$ cat src/rtl/vga_scan.sv
// vga_scan: 640x480@60 raster scan generator.
// Issues fetch coordinates to the graphics pipeline, realigns the timing
// flags with the returned colour, and registers everything at the pins.
module vga_scan #(
  parameter int   H_ACTIVE = 640,
  parameter int   H_FP     = 16,
  parameter int   H_SYNC   = 96,
  parameter int   H_BP     = 48,
  parameter int   V_ACTIVE = 480,
  parameter int   V_FP     = 10,
  parameter int   V_SYNC   = 2,
  parameter int   V_BP     = 33,
  parameter int   LATENCY  = 2,
  parameter logic HS_POL   = 1'b0,
  parameter logic VS_POL   = 1'b0
) (
  input  logic        clk,
  input  logic        rst,
  input  logic [3:0]  i_r,
  input  logic [3:0]  i_g,
  input  logic [3:0]  i_b,
  output logic [10:0] o_x_read,
  output logic [10:0] o_y_read,
  output logic [3:0]  o_r,
  output logic [3:0]  o_g,
  output logic [3:0]  o_b,
  output logic        o_hs,
  output logic        o_vs,
  output logic        o_de,
  output logic        o_frame_done
);

  localparam logic [10:0] H_LAST   = 11'(H_ACTIVE + H_FP + H_SYNC + H_BP - 1);
  localparam logic [10:0] V_LAST   = 11'(V_ACTIVE + V_FP + V_SYNC + V_BP - 1);
  localparam logic [10:0] H_VIS    = 11'(H_ACTIVE);
  localparam logic [10:0] V_VIS    = 11'(V_ACTIVE);
  localparam logic [10:0] HS_FIRST = 11'(H_ACTIVE + H_FP);
  localparam logic [10:0] HS_LAST  = 11'(H_ACTIVE + H_FP + H_SYNC - 1);
  localparam logic [10:0] VS_FIRST = 11'(V_ACTIVE + V_FP);
  localparam logic [10:0] VS_LAST  = 11'(V_ACTIVE + V_FP + V_SYNC - 1);

  logic [10:0] hcnt_q, hcnt_d;
  logic [10:0] vcnt_q, vcnt_d;
  logic        de0, hs0, vs0;
  logic        de_l, hs_l, vs_l;
  logic [11:0] rgb_q, rgb_d;
  logic        de_q, de_d;
  logic        hs_q, hs_d;
  logic        vs_q, vs_d;
  logic        frame_done_q, frame_done_d;

  // Next raster position: column wraps every line, line wraps every frame.
  always_comb begin
    hcnt_d = hcnt_q + 11'd1;
    vcnt_d = vcnt_q;
    if (hcnt_q == H_LAST) begin
      hcnt_d = '0;
      if (vcnt_q == V_LAST) begin
        vcnt_d = '0;
      end else begin
        vcnt_d = vcnt_q + 11'd1;
      end
    end
  end

  // Raster position counters; they double as the fetch address.
  always_ff @(posedge clk or posedge rst) begin
    if (rst) begin
      hcnt_q <= '0;
      vcnt_q <= '0;
    end else begin
      hcnt_q <= hcnt_d;
      vcnt_q <= vcnt_d;
    end
  end

  assign o_x_read = hcnt_q;
  assign o_y_read = vcnt_q;

  // Timing flags for the position currently being fetched (true = active).
  always_comb begin
    de0 = (hcnt_q < H_VIS) && (vcnt_q < V_VIS);
    hs0 = (hcnt_q >= HS_FIRST) && (hcnt_q <= HS_LAST);
    vs0 = (vcnt_q >= VS_FIRST) && (vcnt_q <= VS_LAST);
  end

  // Delay the flags by the graphics latency so they meet their own colour.
  if (LATENCY == 0) begin : g_no_align
    assign de_l = de0;
    assign hs_l = hs0;
    assign vs_l = vs0;
  end else begin : g_align
    logic [LATENCY-1:0] de_pipe_q, de_pipe_d;
    logic [LATENCY-1:0] hs_pipe_q, hs_pipe_d;
    logic [LATENCY-1:0] vs_pipe_q, vs_pipe_d;

    // Shift the newest flags in at stage 0, oldest stage feeds the pins.
    always_comb begin
      de_pipe_d    = de_pipe_q;
      hs_pipe_d    = hs_pipe_q;
      vs_pipe_d    = vs_pipe_q;
      de_pipe_d[0] = de0;
      hs_pipe_d[0] = hs0;
      vs_pipe_d[0] = vs0;
      for (int i = 1; i < LATENCY; i++) begin
        de_pipe_d[i] = de_pipe_q[i-1];
        hs_pipe_d[i] = hs_pipe_q[i-1];
        vs_pipe_d[i] = vs_pipe_q[i-1];
      end
    end

    // Alignment stages clear to inactive so nothing stale reaches the pins.
    always_ff @(posedge clk or posedge rst) begin
      if (rst) begin
        de_pipe_q <= '0;
        hs_pipe_q <= '0;
        vs_pipe_q <= '0;
      end else begin
        de_pipe_q <= de_pipe_d;
        hs_pipe_q <= hs_pipe_d;
        vs_pipe_q <= vs_pipe_d;
      end
    end

    assign de_l = de_pipe_q[LATENCY-1];
    assign hs_l = hs_pipe_q[LATENCY-1];
    assign vs_l = vs_pipe_q[LATENCY-1];
  end

  // Pin values: blank colour outside the visible area, apply sync polarity.
  always_comb begin
    rgb_d        = de_l ? {i_r, i_g, i_b} : 12'h000;
    de_d         = de_l;
    hs_d         = hs_l ? HS_POL : ~HS_POL;
    vs_d         = vs_l ? VS_POL : ~VS_POL;
    frame_done_d = (hcnt_q == 11'd0) && (vcnt_q == V_VIS);
  end

  // Output register so every pin changes on the same edge.
  always_ff @(posedge clk or posedge rst) begin
    if (rst) begin
      rgb_q        <= 12'h000;
      de_q         <= 1'b0;
      hs_q         <= ~HS_POL;
      vs_q         <= ~VS_POL;
      frame_done_q <= 1'b0;
    end else begin
      rgb_q        <= rgb_d;
      de_q         <= de_d;
      hs_q         <= hs_d;
      vs_q         <= vs_d;
      frame_done_q <= frame_done_d;
    end
  end

  assign {o_r, o_g, o_b} = rgb_q;
  assign o_de            = de_q;
  assign o_hs            = hs_q;
  assign o_vs            = vs_q;
  assign o_frame_done    = frame_done_q;

endmodule

$ cat config.mk
export PLATFORM = sky130hd
export DESIGN_NAME = vga_scan
export DESIGN_NICKNAME = d
export VERILOG_FILES = /design/src/rtl/vga_scan.sv
export SDC_FILE = /design/constraint.sdc
export NUM_CORES = 1
export LEC_CHECK = 0
export BUFFER_PORTS_ARGS = -buffer_cell sky130_fd_sc_hd__buf_2
export CORE_UTILIZATION = 46
export DETAILED_ROUTE_END_ITERATION = 16
export PLACE_DENSITY = 0.74
export SLEW_MARGIN = 20
export SYNTH_ARGS = -nofsm -noshare
export SYNTH_HDL_FRONTEND = slang
export SYNTH_SLANG_ARGS = --single-unit
$ cat constraint.sdc
create_clock -name clk -period 1.75 [get_ports clk]
set_input_delay 0.35 -clock clk [delete_from_list [all_inputs] [get_ports clk]]
set_output_delay 0.35 -clock clk [all_outputs]
set_load 0.02 [all_outputs]
* Yosys cells after proc, flatten, opt, wreduce, memory -nomap -nowiden
Index checks and enable logic that the tools add are counted.
** Operators by class
- Div/mod/pow operators :: 0
- Add/subtract/negate cells :: 2
- $lt $le $gt $ge :: 6
- Muxes and demuxes :: 5
- Shifts and indexed selects :: 0
- Reductions and logical operators :: 5
- Eq/ne operators :: 3
- Multipliers :: 0
- Bitwise gates (word level) :: 0
** Operators with widths (count)
- $add 11x1->11 const B :: 2
- $eq 11x10->1 const B :: 2
- $mux 11 :: 2
- $mux 12 :: 1
- $eq 11x9->1 const B :: 1
- $ge 11x10->1 const B :: 1
- $ge 11x9->1 const B :: 1
- $le 11x10->1 const B :: 1
- $le 11x9->1 const B :: 1
- $logic_not 11->1 :: 1
- $lt 11x10->1 const B :: 1
- $lt 11x9->1 const B :: 1
- $logic_and 1x1->1 :: 4
- $mux 1 :: 2
** Storage, ports and cells
- Bits in latches :: 0
- Input port bits :: 14
- Bits in writable memories :: 0
- Memories kept :: 0
- Memory bits (read-only) :: 0
- Word-level logic and storage cells :: 31
- Output and inout port bits :: 38
- Flip-flop bits (word level) :: 44

* Longest topological paths before layout
Gate-level depths: netlist of the first run.
- Word-level depth :: 2
- Depth in mapped cells :: 7

* Least setup slack after synthesis of the first run
Ideal clock, no wire load.
- Kind :: register to register
- Start :: register hcnt_q[0] (netlist: o_x_read[0])
- End :: register vcnt_q[4] (netlist: o_y_read[4])
- Clock period less this slack :: 1878 ps
- Slack :: -128 ps
- Buffers on the path :: 1
- Setup time :: 67 ps
- Data required time :: 1683 ps
- Stages on the path, launching flop included :: 7
- Data arrival time :: 1811 ps
- Cells stage by stage :: dfrtp_1 > ha_1 > and3_1 > clkbuf_1 > nand4_1 > or4_1 > nand2_1
** On the way
- Word-level cells in the longest chain between the ends :: 1
** Ends and longest elaborated chain
- start: declaration :: RTL line 42 : logic [10:0] hcnt_q, hcnt_d;
- start signal: assignment :: RTL line 72 : hcnt_q <= hcnt_d;
- $eq 11x10->1 :: RTL line 56 : if (hcnt_q == H_LAST) begin
- end signal: assignment :: RTL line 73 : vcnt_q <= vcnt_d;
- end: declaration :: RTL line 43 : logic [10:0] vcnt_q, vcnt_d;
No other way between the ends.
A chain may end at the register's enable or synchronous reset.

* Worst setup path after layout of the first run
- Start :: register hcnt_q[1] (netlist: o_x_read[1])
- End :: register vcnt_q[9] (netlist: o_y_read[9])
The elaborated chain is that of the path after synthesis.

==> run summary, run 1 <==
placed cell area -> 0.00228 mm²
die outline height -> 66.0 µm
starting density of the core -> 0.496
dpl hpwl -> 2590 µm
clock share of power -> 0.421
vias per std cell -> 5.16
setup clock skew after layout -> 0.00457 ns
# IOs -> 52
clock tree from TritonCTS -> yes
logic gate share of total power -> 0.040
cells taking the most area after synthesis -> sky130_fd_sc_hd__dfrtp_1 (56%), sky130_fd_sc_hd__and2_1 (4.6%), sky130_fd_sc_hd__xor2_1 (3.7%), sky130_fd_sc_hd__nand4_1 (3.3%), sky130_fd_sc_hd__dfstp_2 (2.8%)
die outline width -> 66.0 µm
number of I/O port buffers -> 51
switching share of total power -> 0.203
dominant cell by count in the synthesized netlist -> sky130_fd_sc_hd__dfrtp_1
EDFF count, synth -> 0
switching power -> 0.389 mW
Worst-Skew Late Latency -> 0.29 ns
WL final -> 3700 µm
Floorplan Core Area -> 0.00380 mm²
GR met3 Demand/Resource -> 0.0690
met2 routing resource usage after global routing -> 0.290
# rows -> 22
combined global-route utilization of all metal layers -> 0.187
worst hold path type -> in2async
length of the first detailed-routing pass in iterations -> 4
total power consumption of the routed design -> 1.91 mW
reg2reg end -> o_y_read[9]
Crit Path Class -> reg2reg
Layout Nets -> 250
Internal Dissipation -> 1.52 mW
number of warnings reported in the yosys synthesis log -> 0
worst slew pin tran -> 0.527 ns
R2R Path Start -> o_x_read[1]
GP Congestion -> 0.882
Max H-tree Level -> 2
number of storage elements in the synthesis netlist -> 44
unrepaired setup endpoints after global routing -> true
post-synthesis sequential area ratio -> 0.585
Async S/R FF share, synth -> 1.00
DR iter-0 viols -> 83
worst-case setup slack after placement -> 0.0603 ns
run status -> finished, final reports clean
largest fanout on the critical path -> 5
library cell occupying the most area in the post-synthesis netlist -> sky130_fd_sc_hd__dfrtp_1
cell type of the slowest stage on the worst timing path -> sky130_fd_sc_hd__or4_1
Die ar. -> 0.00436 mm²
fin worst setup slack -> 0.0929 ns
R2R cell count -> 5
netlist area before placement -> 0.00189 mm²
dominant register cell in the synthesized netlist -> sky130_fd_sc_hd__dfrtp_1
share of the synthesized area in the top cell type -> 0.557
leakage component of the power -> 1.22 nW
register share of total power -> 0.540
worst IR drop on VDD -> 0.435 mV
wire length of the first global-routing pass -> 5920 µm
library cell used as clock root buffer -> sky130_fd_sc_hd__clkbuf_8
Worst Hold Slack -> 0.168 ns
number of buffers added by the clock tree synthesis step -> 5
largest stage delay on the critical path -> 0.42 ns
overall overflow remaining after global route -> 0
pin count of the biggest net entering global routing -> 45
post-synthesis instance total -> 163
Residual DRC -> 0
signed area change from the synthesized netlist to the final layout -> 29.2%
# diodes -> 0
final number of max-transition violations -> 0
power per cell area -> 785 mW/mm²
most frequent cells after synthesis -> sky130_fd_sc_hd__dfrtp_1 (42), sky130_fd_sc_hd__and2_1 (14), sky130_fd_sc_hd__nor2_1 (11), sky130_fd_sc_hd__nand4_1 (10), sky130_fd_sc_hd__inv_1 (9)
register-to-register setup slack -> 0.09 ns
period utilisation layout -> 0.947
cts hold-fix bufs -> 0
Final Hold Viols -> 0
cells traversed along the worst timing path -> ha_2 -> and4_4 -> nand4_4 -> or4_1 -> a22oi_1
fraction of the core area covered by cells at the end of the flow -> 0.641
setup TNS -> 0 ns
unique cell type count in the Yosys netlist -> 36
number of global-route vias before repair -> 1,280
synthesized area per cell -> 11.6 µm²
worst rel slew slack -> 0.649
clock-pin slew on the worst setup and hold paths -> 0.08 ns
type of origin of the critical path -> flop
Mapped Nets -> 181
number of placed instances, taps included -> 270
minimum clock period after layout -> 1.66 ns
Non-Filler Instances -> 281
via total after detailed routing -> 1,450
number of antenna violations at the first check in global routing -> 0
kind of capture point of the worst setup path -> flop
met1 Usage GRT -> 0.240
share of cells above drive strength 1 -> 0.399
wire length per cell after detailed routing -> 13.2 µm
worst endpoint data arrival time -> 1.87 ns
clock sink count -> 44
# Max-Cap Violations -> 0
achievable frequency -> 0.603 GHz
most heavily used metal layer in global routing -> met2
number of buffers on the longest clock path -> 2
Setup Viol. Count Final -> 0
required time at the endpoint of the critical path -> 1.96 ns
remaining antenna violation count after routing -> 0
Fillers -> 302
Non-Filler Cell Area, Final -> 0.00244 mm²
## how the worst max path moves through the flow
| stage | to | slack [ns] | start | cells past startpoint |
|---|---|---|---|---|
| final | o_y_read[9] | 0.09 | o_x_read[1] | 5 |
| after global routing | o_y_read[3] | -0.01 | o_y_read[0] | 6 |
| after CTS | o_y_read[9] | 0.02 | o_x_read[0] | 5 |
| after detailed placement | o_y_read[2] | 0.06 | o_y_read[0] | 6 |
| after global placement | o_y_read[4] | 0.10 | o_x_read[0] | 5 |
| after floorplan | o_y_read[4] | -0.04 | o_x_read[0] | 6 |
## state kept, by name, summed over array words and instances (netlist names)
name	flops
g_align.hs_pipe_q	2
g_align.de_pipe_q	2
o_vs	1
rgb_q	12
o_x_read	11
o_hs	1
o_y_read	11
g_align.vs_pipe_q	2
o_frame_done	1
o_de	1
## layout by cell type, fill, tap and decap left out, types with 3 or more instances in the layout
master and instances:
sky130_fd_sc_hd__nor4b_1 3, sky130_fd_sc_hd__buf_4 18, sky130_fd_sc_hd__and2_1 14, sky130_fd_sc_hd__dfrtp_1 37
sky130_fd_sc_hd__ha_1 3, sky130_fd_sc_hd__nor3_1 6, sky130_fd_sc_hd__buf_2 51, sky130_fd_sc_hd__o21ai_0 5
sky130_fd_sc_hd__xor2_1 8, sky130_fd_sc_hd__nand3_1 6, sky130_fd_sc_hd__xnor2_1 6, sky130_fd_sc_hd__clkbuf_8 6
sky130_fd_sc_hd__nand4_1 10, sky130_fd_sc_hd__nor2_1 11, sky130_fd_sc_hd__inv_1 9, sky130_fd_sc_hd__nand2_1 6
sky130_fd_sc_hd__dfrtp_2 5, sky130_fd_sc_hd__or4_1 3
## critical path, delay by kind of cell, from the launching register on
family / cells / cell delay [ns]
flops: 1 / 0.40
compound gates: 1 / 0.18
simple gates: 3 / 0.78
fa+ha+maj: 1 / 0.21
## power by group through the flow
stage / logic (mW) / clock network (mW) / registers [mW]
global placement: 0.0772 / 0 / 1.05
floorplan: 0.0242 / 0 / 1.07
global route: 0.0858 / 0.882 / 1.03
detailed placement: 0.0789 / 0 / 1.05
CTS: 0.0788 / 0.826 / 1.03
finish: 0.0761 / 0.805 / 1.03
## timing repair
action,4_1_cts,5_1_grt
endpoints found under the setup margin,0,10
setup buffers,0,3
resized for setup,0,6
## cell type report
class / instances / area [µm²] / share of cell area
Sequential cell: 44 / 1110 / 0.456
Multi-Input combinational cell: 103 / 721 / 0.296
Timing Repair Buffer: 69 / 390 / 0.160
Clock buffer: 6 / 82.6 / 0.0339
Tap cell: 48 / 60.1 / 0.0247
Clock inverter: 2 / 38.8 / 0.0159
Inverter: 9 / 33.8 / 0.0139
## cells by family (layout without fill, tap and decap cells)
family | after synthesis | after routing | share of synthesized area
and+or+nand+nor | 71 | 71 | 0.238
AOI/OAI and AO/OA | 14 | 14 | 0.0465
DFF | 44 | 44 | 0.585
xor gates and xnor gates | 14 | 14 | 0.0650
buffers and inverters | 16 | 86 | 0.0391
adders and majority gates | 4 | 4 | 0.0265
## routing by layer
layer  part of all wire  vias up
met2               0.48       48
met4              0.014        0
met5                  0        -
li1                   -      703
met3              0.051        7
met1               0.45      692
Power figures use the tool's default switching activity.
==> inputs of run 2 (changes only) <==
- CTS_BUF_LIST: default -> sky130_fd_sc_hd__clkbuf_4 sky130_fd_sc_hd__clkbuf_8 sky130_fd_sc_hd__clkbuf_16
- PLACE_DENSITY: 0.74 -> default
- PLACE_DENSITY_LB_ADDON: default -> 0.1
- TNS_END_PERCENT: default -> 10
==> run 2 against run 1 <==
Effect of this change:
- routed wire length is 6.9% higher
- non-clock buffer count shrank 6
- clock power hardly changed
- largest power group unchanged
==> run summary, run 2 (synthesis gave the netlist of run 1 again) <==
run status -> finished, final reports clean (unchanged)
most common library cell in the layout ignoring fill and taps -> sky130_fd_sc_hd__buf_2 (unchanged)
dpl hpwl -> 2770 µm (was 2590 µm)
Fillers -> 329 (was 302)
type of origin of the critical path -> flop (unchanged)
signed area change from the synthesized netlist to the final layout -> 27.7% (was 29.2%)
reg2reg end -> o_y_read[4] (was o_y_read[9])
Max H-tree Level -> 2 (unchanged)
R2R Path Start -> o_x_read[7] (was o_x_read[1])
number of I/O port buffers -> 51 (unchanged)
minimum clock period after layout -> 1.70 ns (was 1.66 ns)
number of buffers added by the clock tree synthesis step -> 5 (unchanged)
unrepaired setup endpoints after global routing -> true (unchanged)
achievable frequency -> 0.587 GHz (was 0.603 GHz)
power per cell area -> 795 mW/mm² (was 785 mW/mm²)
R2R cell count -> 4 (was 5)
Worst Setup SP -> o_x_read[7] (was o_x_read[1])
die outline width -> 66.0 µm (unchanged)
length of the first detailed-routing pass in iterations -> 4 (unchanged)
worst endpoint data arrival time -> 1.94 ns (was 1.87 ns)
leakage component of the power -> 1.21 nW (was 1.22 nW)
worst rel slew slack -> 0.644 (was 0.649)
setup clock skew after layout -> 0.00777 ns (was 0.00457 ns)
number of flip-flops in the largest register -> 12 (unchanged)
kind of capture point of the worst setup path -> flop (unchanged)
pin count of the biggest net entering global routing -> 45 (unchanged)
combined global-route utilization of all metal layers -> 0.208 (was 0.187)
Layout Nets -> 244 (was 250)
library cell used as clock root buffer -> sky130_fd_sc_hd__clkbuf_8 (unchanged)
# IOs -> 52 (unchanged)
worst slew pin tran -> 0.534 ns (was 0.527 ns)
# Max-Cap Violations -> 0 (unchanged)
Worst Hold Slack -> 0.177 ns (was 0.168 ns)
register-to-register setup slack -> 0.05 ns (was 0.09 ns)
worst IR drop on VDD -> 0.385 mV (was 0.435 mV)
worst hold path type -> in2async (unchanged)
Residual DRC -> 0 (unchanged)
remaining antenna violation count after routing -> 0 (unchanged)
area used by multi-input combinational logic -> 739 µm² (was 721 µm²)
setup TNS -> 0 ns (unchanged)
WL final -> 3950 µm (was 3700 µm)
overall overflow remaining after global route -> 0 (unchanged)
vias per std cell -> 5.30 (was 5.16)
clock tree from TritonCTS -> yes (unchanged)
starting density of the core -> 0.496 (unchanged)
Die ar. -> 0.00436 mm² (unchanged)
required time at the endpoint of the critical path -> 1.98 ns (was 1.96 ns)
Setup Viol. Count Final -> 0 (unchanged)
largest fanout on the critical path -> 4 (was 5)
number of buffers on the longest clock path -> 2 (unchanged)
FF/Latch Area -> 0.00111 mm² (about the same)
most frequent cells in the layout -> sky130_fd_sc_hd__buf_2 (51), sky130_fd_sc_hd__dfrtp_1 (38), sky130_fd_sc_hd__and2_1 (14) (was sky130_fd_sc_hd__buf_2 (51), sky130_fd_sc_hd__dfrtp_1 (37), sky130_fd_sc_hd__buf_4 (18))
Final Hold Viols -> 0 (unchanged)
share of cells above drive strength 1 -> 0.388 (was 0.399)
cts hold-fix bufs -> 0 (unchanged)
# diodes -> 0 (unchanged)
via total after detailed routing -> 1,457 (was 1,450)
Crit Path Class -> reg2reg (unchanged)
clock sink count -> 44 (unchanged)
number of antenna violations at the first check in global routing -> 0 (unchanged)
register with the highest flop count -> rgb_q (unchanged)
# rows -> 22 (unchanged)
wire length per cell after detailed routing -> 14.4 µm (was 13.2 µm)
GP Congestion -> 0.916 (was 0.882)
final number of max-transition violations -> 0 (unchanged)
Worst-Skew Late Latency -> 0.29 ns (about the same)
clock-pin slew on the worst setup and hold paths -> 0.08 ns (about the same)
fraction of the core area covered by cells at the end of the flow -> 0.634 (was 0.641)
end of the critical path -> o_y_read[4] (was o_y_read[9])
number of global-route vias before repair -> 1,458 (was 1,280)
post-CTS setup-driven buffer insertion count -> 0 (unchanged)
DR iter-0 viols -> 85 (was 83)
Floorplan Core Area -> 0.00380 mm² (unchanged)
die outline height -> 66.0 µm (unchanged)
wire length of the first global-routing pass -> 6710 µm (was 5920 µm)
period utilisation layout -> 0.973 (was 0.947)
[run 2: cell types whose count changed in the layout (fill, tap and decap cells not counted)]
cell                      change
sky130_fd_sc_hd__buf_4        -6
sky130_fd_sc_hd__dfrtp_1      +1
sky130_fd_sc_hd__dfrtp_2      -1
sky130_fd_sc_hd__nor3_1       -1
sky130_fd_sc_hd__nor3_2       +1
sky130_fd_sc_hd__nor4b_2      -1
sky130_fd_sc_hd__nor4b_4      +1
sky130_fd_sc_hd__o31ai_1      -1
sky130_fd_sc_hd__o31ai_2      +1
[run 2: stage by stage]
step           cell area, µm²  setup slack [ns]  std cells  power [mW]
2_1_floorplan            1890           -0.0419        163        1.10
3_3_place_gp             2260             0.102        267        1.13
6_report                 2410            0.0471        275        1.91
4_1_cts                  2380           0.00743        275        1.94
5_1_grt                  2410           -0.0626        275        2.01
3_5_place_dp             2260            0.0256        267        1.13
[run 2: timing repair]
| action | in CTS | in global routing |
|---|---|---|
| resized for setup | 0 | 8 |
| endpoints found under the setup margin | 0 | 7 |
| hold endpoints to repair | 0 | 0 |
[run 2: worst max-delay path: stages (launching register included)]
cell and delay (ns):
sky130_fd_sc_hd__dfrtp_2 0.43, sky130_fd_sc_hd__nor4_4 0.39, sky130_fd_sc_hd__nand4_1 0.23, sky130_fd_sc_hd__or4_1 0.53, sky130_fd_sc_hd__nand2_1 0.07
[run 2: layout make-up]
class                      count  area share
inverter                       9      0.0140
sequential                    44       0.460
timing repair buffer          63       0.143
multi-input combinational    103       0.307
tap                           48      0.0249
clock inverter                 2      0.0161
clock buffer                   6      0.0343
[run 2: layer usage]
layer	routed length (µm)	global-route usage	up-vias
li1	-	-	692
met1	1670	0.255	701
met2	1940	0.343	58
met3	309	0.0707	6
met4	42	0.0665	0
met5	0	0	-
[run 2: worst min path at each step]
stage                            to  slack, ns  depth (start not counted)
3_5_place_dp   g_align.vs_pipe_q[1]       0.34                          0
5_1_grt        g_align.hs_pipe_q[1]       0.25                          3
3_3_place_gp   g_align.vs_pipe_q[1]       0.33                          0
6_report       g_align.hs_pipe_q[0]       0.18                          3
2_1_floorplan  g_align.de_pipe_q[1]       0.33                          0
4_1_cts        g_align.hs_pipe_q[1]       0.19                          3
[run 2: power by group]
part	switching [mW]	internal [mW]	leakage [nW]
clock network	0.339	0.466	0.0614
registers	0.00275	1.03	0.546
logic	0.0478	0.0282	0.600
